File: src/rtl/lockout_controller.sv
// lockout_controller: supervisory sequencer beside the digital lock FSM.
// It counts consecutive failed entries and, once maxAttempts is reached,
// imposes a timed lockout. Each lockout is twice as long as the previous
// one, up to maxLockoutSeconds. After a correct entry it holds the lock open
// for unlockHoldSeconds. Leaving either timed state issues a one-cycle
// relockPulse, which re-arms the lock FSM.
//
// Handshake: attemptDone is a single-cycle strobe and is only acted on in
// ARMED. There is no ready/back-pressure; strobes seen in UNLOCKED or
// LOCKOUT are dropped. attemptPass is meaningful only while attemptDone is
// high.
//
// Every output is a flop. stateCode mirrors the FSM state, so checkers can
// observe it directly.
module lockout_controller #(
  parameter int clockFrequency     = 50000000,
  parameter int maxAttempts        = 3,
  parameter int baseLockoutSeconds = 5,
  parameter int maxLockoutSeconds  = 80,
  parameter int unlockHoldSeconds  = 10
) (
  input  logic       clock,
  input  logic       reset,
  input  logic       attemptDone,
  input  logic       attemptPass,
  input  logic       relockRequest,
  output logic       keyEnable,
  output logic       unlocked,
  output logic       lockout,
  output logic       relockPulse,
  output logic [3:0] failCount,
  output logic [7:0] remainingSeconds,
  output logic [1:0] stateCode
);

  typedef enum logic [1:0] {
    ARMED    = 2'd0,
    UNLOCKED = 2'd1,
    LOCKOUT  = 2'd2,
    ILLEGAL  = 2'd3
  } state_t;

  // A divide-by-1 prescaler still needs one bit of storage.
  localparam int PW = (clockFrequency > 1) ? $clog2(clockFrequency) : 1;
  localparam logic [PW-1:0] PRESCALE_LAST = PW'(clockFrequency - 1);
  localparam logic [PW-1:0] PRESCALE_ONE  = PW'(1);
  localparam logic [4:0]    FAIL_LIMIT    = 5'(maxAttempts);
  localparam logic [15:0]   LOCKOUT_BASE  = 16'(baseLockoutSeconds);
  localparam logic [15:0]   LOCKOUT_CAP   = 16'(maxLockoutSeconds);
  localparam logic [7:0]    HOLD_SECONDS  = 8'(unlockHoldSeconds);

  state_t         state;
  logic [PW-1:0]  prescaler;
  logic [2:0]     lockout_level;

  logic           tick;
  logic [15:0]    shifted_len;
  logic [7:0]     lockout_len;
  logic [4:0]     fail_next;
  logic           timer_last;

  // Combinational helpers: one-second tick and the escalated lockout length.
  // The 16-bit shift cannot wrap for a level of up to 7, so the saturating
  // compare always sees the true product.
  always_comb begin
    tick        = (prescaler == PRESCALE_LAST);
    shifted_len = LOCKOUT_BASE << lockout_level;
    lockout_len = (shifted_len > LOCKOUT_CAP) ? LOCKOUT_CAP[7:0] : shifted_len[7:0];
    fail_next   = {1'b0, failCount} + 5'd1;
    timer_last  = (remainingSeconds <= 8'd1);
  end

  // Main sequencer. It updates state, counters and all registered outputs.
  always_ff @(posedge clock or negedge reset) begin
    if (!reset) begin
      state            <= ARMED;
      prescaler        <= '0;
      lockout_level    <= 3'd0;
      keyEnable        <= 1'b1;
      unlocked         <= 1'b0;
      lockout          <= 1'b0;
      relockPulse      <= 1'b0;
      failCount        <= 4'd0;
      remainingSeconds <= 8'd0;
      stateCode        <= ARMED;
    end else begin
      relockPulse <= 1'b0;
      case (state)
        ARMED: begin
          prescaler <= '0;
          if (attemptDone) begin
            if (attemptPass) begin
              state            <= UNLOCKED;
              stateCode        <= UNLOCKED;
              keyEnable        <= 1'b0;
              unlocked         <= 1'b1;
              lockout          <= 1'b0;
              remainingSeconds <= HOLD_SECONDS;
              failCount        <= 4'd0;
              lockout_level    <= 3'd0;
            end else if (fail_next < FAIL_LIMIT) begin
              failCount <= fail_next[3:0];
            end else begin
              state            <= LOCKOUT;
              stateCode        <= LOCKOUT;
              keyEnable        <= 1'b0;
              unlocked         <= 1'b0;
              lockout          <= 1'b1;
              remainingSeconds <= lockout_len;
              failCount        <= 4'd0;
              if (lockout_level != 3'd7) begin
                lockout_level <= lockout_level + 3'd1;
              end
            end
          end
        end

        UNLOCKED: begin
          // An early relock request takes priority over a same-cycle tick,
          // so exactly one pulse is issued on the way out.
          if (relockRequest || (tick && timer_last)) begin
            state            <= ARMED;
            stateCode        <= ARMED;
            keyEnable        <= 1'b1;
            unlocked         <= 1'b0;
            lockout          <= 1'b0;
            relockPulse      <= 1'b1;
            remainingSeconds <= 8'd0;
            prescaler        <= '0;
          end else if (tick) begin
            remainingSeconds <= remainingSeconds - 8'd1;
            prescaler        <= '0;
          end else begin
            prescaler <= prescaler + PRESCALE_ONE;
          end
        end

        LOCKOUT: begin
          // relockRequest is deliberately ignored. lockout_level is kept,
          // so the next lockout is longer until a correct entry occurs.
          if (tick && timer_last) begin
            state            <= ARMED;
            stateCode        <= ARMED;
            keyEnable        <= 1'b1;
            unlocked         <= 1'b0;
            lockout          <= 1'b0;
            relockPulse      <= 1'b1;
            remainingSeconds <= 8'd0;
            prescaler        <= '0;
          end else if (tick) begin
            remainingSeconds <= remainingSeconds - 8'd1;
            prescaler        <= '0;
          end else begin
            prescaler <= prescaler + PRESCALE_ONE;
          end
        end

        default: begin
          // Illegal encoding: fall back to ARMED quietly, without a pulse.
          state            <= ARMED;
          stateCode        <= ARMED;
          keyEnable        <= 1'b1;
          unlocked         <= 1'b0;
          lockout          <= 1'b0;
          remainingSeconds <= 8'd0;
          prescaler        <= '0;
        end
      endcase
    end
  end

endmodule

File: config.mk
export PLATFORM = sky130hd
export DESIGN_NAME = lockout_controller
export DESIGN_NICKNAME = d
export VERILOG_FILES = /design/src/rtl/lockout_controller.sv
export SDC_FILE = /design/constraint.sdc
export NUM_CORES = 1
export LEC_CHECK = 0
export ABC_AREA = 1
export BUFFER_PORTS_ARGS = -buffer_cell sky130_fd_sc_hd__buf_2
export CORE_MARGIN = 3
export CORE_UTILIZATION = 35
export CTS_BUF_LIST = sky130_fd_sc_hd__clkbuf_2 sky130_fd_sc_hd__clkbuf_4 sky130_fd_sc_hd__clkbuf_8
export DETAILED_ROUTE_END_ITERATION = 8
export GPL_TIMING_DRIVEN = 0
export PLACE_DENSITY_LB_ADDON = 0.3
export SLEW_MARGIN = 20
export SYNTH_ARGS = -nofsm -noshare
export SYNTH_HDL_FRONTEND = slang
export SYNTH_SLANG_ARGS = --single-unit
File: constraint.sdc
create_clock -name clock -period 4.1 [get_ports clock]
set_input_delay 0.205 -clock clock [delete_from_list [all_inputs] [get_ports clock]]
set_output_delay 0.205 -clock clock [all_outputs]
set_load 0.02 [all_outputs]
==> results_dict.tcl, run 1 <==
set metrics [dict create \
    syn_area_per_cell_um2 7.48 \
    timing.critical_path.slowest_cell_delay_ns 0.46 \
    row_count 32 \
    layout.cell_area.non_filler_mm2 0.00318 \
    pwr-share-comb 0.422 \
    floorplan.die_area_mm2 0.00915 \
    seq_power_share 0.360 \
    total_of_max_cap_violations 0 \
    critical_path_peak_fanout 10 \
    average_wire_per_standard_cell_um 11.7 \
    hold_violations 0 \
    clock_tree_from_tritoncts "built" \
    layout.cells.most_common "nand2_1" \
    cts_made_buffers 5 \
    netlist_area_pre_place_mm2 0.00281 \
    timing.critical_path.from_type "flip-flop" \
    finalPower_uw 1620 \
    io_pins 23 \
    routed_wirelength_mm 5.97 \
    grt_setup_unrepaired "no" \
    power.static_leakage_uw 0.00157 \
    drt_first_pass_iters 4 \
    drcViolationCount 0 \
    drt-initial-drc-count 103 \
    floorplan.core_area_mm2 0.00777 \
    cts.repair.resized 0 \
    final.setup_skew_ns 0.0135 \
    grt-ovfl-total 0 \
    finalSetupViolCount 0 \
    data_required_time_of_the_worst_path_ns 4.28 \
    fraction_of_final_layout_cells_sized_beyond_drive_strength_1 0.133 \
    clock-root-buffer "clkbuf_8" \
    min_period_over_period 0.514 \
    power_frac_clock 0.218 \
    synthToLayoutAreaGrowth_pct 13.2 \
    worstSetupStartpoint "failCount[0]" \
    critPathSlowestCell "clkbuf_1" \
    crit_path_end_kind "flip-flop" \
    nNetsFinal 424 \
    number_of_nets_with_antenna_violations_after_detailed_routing 0 \
    timing.max_slew.rel_slack 0.613 \
    clk_pin_slew_worst_paths_ns 0.09 \
    insertion_delay_ns 0.30 \
    post_synth_num_cell_types 32 \
    cts_setup_buffers 0 \
    die_height_um 95.6 \
    dp.final_hpwl_mm 4.39 \
    cp_data_arrival_time_ns 2.29 \
    start_util 0.362 \
    setup.worst_path.class "reg2reg" \
    first_global_vias 2240 \
    clock_tree.htree_level_count 2 \
    synth_seq_cells 45 \
    path_common_cell "a21oi_1" \
    detailed_place.area_mm2 0.00305 \
    sequential_area_share_after_synthesis 0.401 \
    max-clock-path-buffers 2 \
    switching_power_uw 681 \
    power-per-cell-area_mw_per_mm2 510 \
    slew_violations 0 \
    grt_usage 0.141 \
    path_delay_family "buffers and inverters" \
    grt_max_degree 46 \
    drt-vias-per-instance 4.66 \
    crit_chain "ha_1 -> a21oi_1 -> nand4_1 -> a21oi_1 -> clkbuf_1 -> nor2_4 -> nand2_1 -> o21ai_0" \
    die_width_um 95.6 \
    tightest_slew_ns 0.580 \
    ir_worst_vdd_mv 0.189 \
    port_buffers 22 \
    timing.critical_path.buf_inv 1 \
    routabilityCongestion 0.868 \
    timing.hold.worst.class "in2reg" \
    detailed_route_via_count 2372 \
    netlist_instances 376 \
    internal_power_uw 944 \
    finalWorstPathRequiredPeriod_ns 2.11 \
    mappedNetlistNets 394 \
    hp-start "attemptDone" \
    swShare 0.419 \
    synth-warning-count 0 \
    layout.cells.most_common_list "nand2_1 (111), nor2_1 (53), inv_1 (46), dfrtp_1 (44), buf_2 (21)" \
    clock-sinks 45 \
    outcome "finished, final reports clean" \
    rr_startpoint "failCount[0]" \
    fmax_ghz 0.474 \
    diodes 0 \
    setup_tns_final_ns 0 \
    grt_pass1_wl_mm 10.1 \
    antenna_violations_before_repair 0 \
]
==> flip-flops by register name, summed over array words and instances (netlist names) <==
| register | count |
|---|---|
| keyEnable | 1 |
| relockPulse | 1 |
| failCount | 4 |
| lockout | 1 |
| lockout_level | 3 |
| remainingSeconds | 8 |
| state | 1 |
| prescaler | 26 |
==> power by group through the flow <==
stage | combinational, µW | sequential (µW) | clock (µW)
detailed placement | 694 | 591 | 0
floorplan | 466 | 623 | 0
global placement | 685 | 588 | 0
CTS | 698 | 583 | 369
global route | 795 | 595 | 389
finish | 686 | 584 | 354
==> path summary, 6_finish.rpt <==
path,end,slack (ns),depth (start not counted)
min,failCount[2],0.29,4
min in group asynchronous,remainingSeconds[7],0.43,2
max reg2reg,lockout,1.99,8
max,lockout,1.99,8
max in group asynchronous,prescaler[24],3.25,2
min reg2reg,prescaler[0],0.47,1
==> final cells by class <==
| class | count | area, µm² |
|---|---|---|
| Fill cell | 831 | 4580 |
| Multi-Input combinational cell | 276 | 1450 |
| Sequential cell | 45 | 1130 |
| Inverter | 49 | 184 |
| Tap cell | 102 | 128 |
| Timing Repair Buffer | 23 | 123 |
| Clock buffer | 6 | 82.6 |
| Buffer | 6 | 52.6 |
| Clock inverter | 2 | 37.5 |
==> tightest hold or removal path, cell delays in order <==
cell	delay, ns
buf_2	0.10
nand2_1	0.11
inv_1	0.11
nor2_1	0.04
==> stage by stage <==
stage	setup WS, ns	cells	utilization	hold WS, ns
finish	1.99	509	0.410	0.295
global route	1.83	509	0.410	0.310
CTS	1.98	508	0.408	0.105
detailed placement	2.00	500	0.393	0.441
global placement	2.01	500	0.393	0.438
floorplan	2.24	376	-	-0.0906
==> kinds of logic after synthesis <==
group                      synth area share
xor gates and xnor gates             0.0747
AOI/OAI and AO/OA                    0.0658
buffers and inverters                0.0841
and+or+nand+nor                       0.317
DFF                                   0.401
adders and majority gates            0.0578
==> layer usage <==
metal	global-route usage	routed length (µm)	vias to the layer above
met1	0.181	2920	1106
met2	0.237	2830	29
met4	0.0438	55	0
met3	0.0284	160	6
li1	-	-	1231
met5	0	0	-
==> repair_timing <==
| action | 4_1_cts | 5_1_grt |
|---|---|---|
| endpoints found under the hold margin | 0 | 44 |
| hold buffers | 0 | 1 |
| setup endpoints to repair | 0 | 0 |
==> Yosys cell counts <==
cell type	count	area, µm²
a22o_1	1	8.76
a21boi_0	1	7.51
o211ai_1	1	7.51
xnor2_1	8	70.1
a21oi_1	4	20.0
clkbuf_1	1	3.75
nand3_2	3	30.0
buf_4	2	15.0
nand2_2	4	25.0
nor2_1	53	199
o22ai_1	1	6.26
inv_2	1	3.75
nor4_1	2	12.5
nand3_1	13	65.1
buf_6	3	33.8
nand3b_1	1	7.51
nor3_1	5	25.0
nor2_4	2	22.5
o21ai_0	15	75.1
nor2_2	7	43.8
nand4_1	7	43.8
a31oi_1	1	6.26
clkinv_1	2	7.51
o21ai_1	5	25.0
o21a_1	1	7.51
o211ai_4	1	21.3
dfrtp_1	44	1100
inv_1	46	173
ha_1	13	163
xor2_1	16	140
dfstp_2	1	26.3
nand2_1	111	417
Note: power is estimated with default switching activity, not from simulation.
==> inputs of run 2 (changes only) <==
- clock period: 4.1 -> 2 ns (I/O delays scaled with it)
==> run 2 against run 1 <==
Compared with the run above: non-clock buffer count increased by 4; fmax increased by 11%; clock skew about the same; wire length increased by 0.52%; global-route usage unchanged; combinational power increased by 110%; count of clock-buffer cells in the layout unchanged; clock power increased by 100%; highest routed layer unchanged.
==> results_dict.tcl, run 2 (synthesis results as in run 1) <==
set metrics [dict create \
    drt-vias-per-instance 4.65 \
    grt_max_degree 46 \
    preCtsSetupSlack_ns -0.0996 \
    start_util 0.362 \
    drt_first_pass_iters 4 \
    diodes 0 \
    insertion_delay_ns 0.30 \
    layout.cells.most_common_list "nand2_1 (111), nor2_1 (53), inv_1 (46), dfrtp_1 (44), buf_2 (22)" \
    layout.cells.most_common "nand2_1" \
    average_wire_per_standard_cell_um 11.7 \
    die_height_um 95.6 \
    timing.critical_path.slowest_cell_delay_ns 0.43 \
    first_global_vias 2240 \
    finalSetupViolCount 0 \
    max-clock-path-buffers 2 \
    fill_cells 827 \
    biggestRegsByFlops "prescaler: 26 flops, remainingSeconds: 8 flops, failCount: 4 flops" \
    multi_input_comb_area_mm2 0.00147 \
    antenna_violations_before_repair 0 \
    grt_usage 0.141 \
    row_count 32 \
    layout.cell_area.non_filler_mm2 0.00324 \
    final.setup_skew_ns 0.0135 \
    clock_tree_from_tritoncts "built" \
    min_period_over_period 0.950 \
    critPathSlowestCell "dfrtp_1" \
    drcViolationCount 0 \
    path_delay_family "compound AO/OA/AOI/OAI gates" \
    fraction_of_final_layout_cells_sized_beyond_drive_strength_1 0.148 \
    tightest_slew_ns 0.582 \
    io_pins 23 \
    ir_worst_vdd_mv 0.435 \
    fmax_ghz 0.526 \
    detailed_place.area_mm2 0.00305 \
    timing.critical_path.from_type "flip-flop" \
    total_of_max_cap_violations 0 \
    critical_path_peak_fanout 10 \
    cts_made_buffers 5 \
    timing.hold.worst.class "in2reg" \
    setup.worst_path.class "reg2reg" \
    power.static_leakage_uw 0.00159 \
    path_common_cell "a21oi_1" \
    sequential_cell_area_mm2 0.00113 \
    clock_tree.htree_level_count 2 \
    grt-ovfl-total 0 \
    grt_pass1_wl_mm 10.1 \
    data_required_time_of_the_worst_path_ns 2.18 \
    port_buffers 22 \
    dp.final_hpwl_mm 4.39 \
    power-per-cell-area_mw_per_mm2 1050 \
    clock-sinks 45 \
    post-route-worst-setup-slack_ns 0.100 \
    number_of_nets_with_antenna_violations_after_detailed_routing 0 \
    detailed_route_via_count 2384 \
    timing.max_slew.rel_slack 0.612 \
    hold_violations 0 \
    routed_wirelength_mm 6.00 \
    grt_setup_unrepaired "yes" \
    crit_chain "ha_1 -> a21oi_1 -> nand4_1 -> a21oi_1 -> buf_2 -> nor2_4 -> nand2_1 -> o21ai_0" \
    slew_violations 0 \
    largest_reg_by_ff_count "prescaler" \
    timing.critical_path.buf_inv 1 \
    outcome "finished, final reports clean" \
    cp_data_arrival_time_ns 2.08 \
    finalWorstPathRequiredPeriod_ns 1.90 \
    crit_path_end_kind "flip-flop" \
    synthToLayoutAreaGrowth_pct 15.1 \
    routabilityCongestion 0.868 \
    clk_pin_slew_worst_paths_ns 0.09 \
    largest_register_ffs 26 \
    die_width_um 95.6 \
    floorplan.die_area_mm2 0.00915 \
    nNetsFinal 428 \
    floorplan.core_area_mm2 0.00777 \
    clock-root-buffer "clkbuf_8" \
    drt-initial-drc-count 82 \
]
## run 2: repair_timing
item	4_1_cts	5_1_grt
hold buffers	0	1
buffers inserted	0	4
endpoints found under the setup margin	3	31
gates resized for setup	1	6
hold endpoints to repair	0	44
pin swaps	0	2
## run 2: metal layers
metal	GRT usage	share of wire
met1	0.181	0.48
met2	0.237	0.47
met3	0.0284	0.032
met4	0.0438	0.012
met5	0	0
## run 2: area by class of cell
cell class,count,share of cell area
multi-input cells,276,0.455
flip-flops and latches,45,0.348
inverters,49,0.0568
repair buffers,27,0.0472
well taps,102,0.0394
clock buffers,6,0.0255
plain buffers,6,0.0166
clock inverters,2,0.0116
## run 2: path summary, 6_finish.rpt
path	start	cells past startpoint	slack [ns]	to
hold reg to reg	prescaler[0]	1	0.47	prescaler[0]
setup / recovery	failCount[0]	8	0.10	lockout
setup reg to reg	failCount[0]	8	0.10	lockout
hold / removal	attemptDone	4	0.19	failCount[2]
max in group asynchronous	reset	2	1.25	prescaler[24]
min in group asynchronous	reset	2	0.33	remainingSeconds[7]
## run 2: power breakdown
group,internal [µW],switching [µW]
combinational,536,930
clock,406,319
sequential,1040,161
total,1980,1410
## run 2: metrics by stage
step           hold slack [ns]  setup TNS [ns]  utilization  total power [µW]  instances
6_report                 0.190               0        0.417              3390        513
5_1_grt                  0.205          -0.176        0.417              3710        513
4_1_cts               0.000422               0        0.408              3390        508
3_5_place_dp             0.336          -0.227        0.393              2640        500
3_3_place_gp             0.333          -0.206        0.393              2610        500
2_1_floorplan           -0.196               0            -              2230        376
## run 2: worst min-delay path: cells and delay by family
kind / cells / cell delay [ns]
buf+inv: 2 / 0.21
simple gates: 2 / 0.15
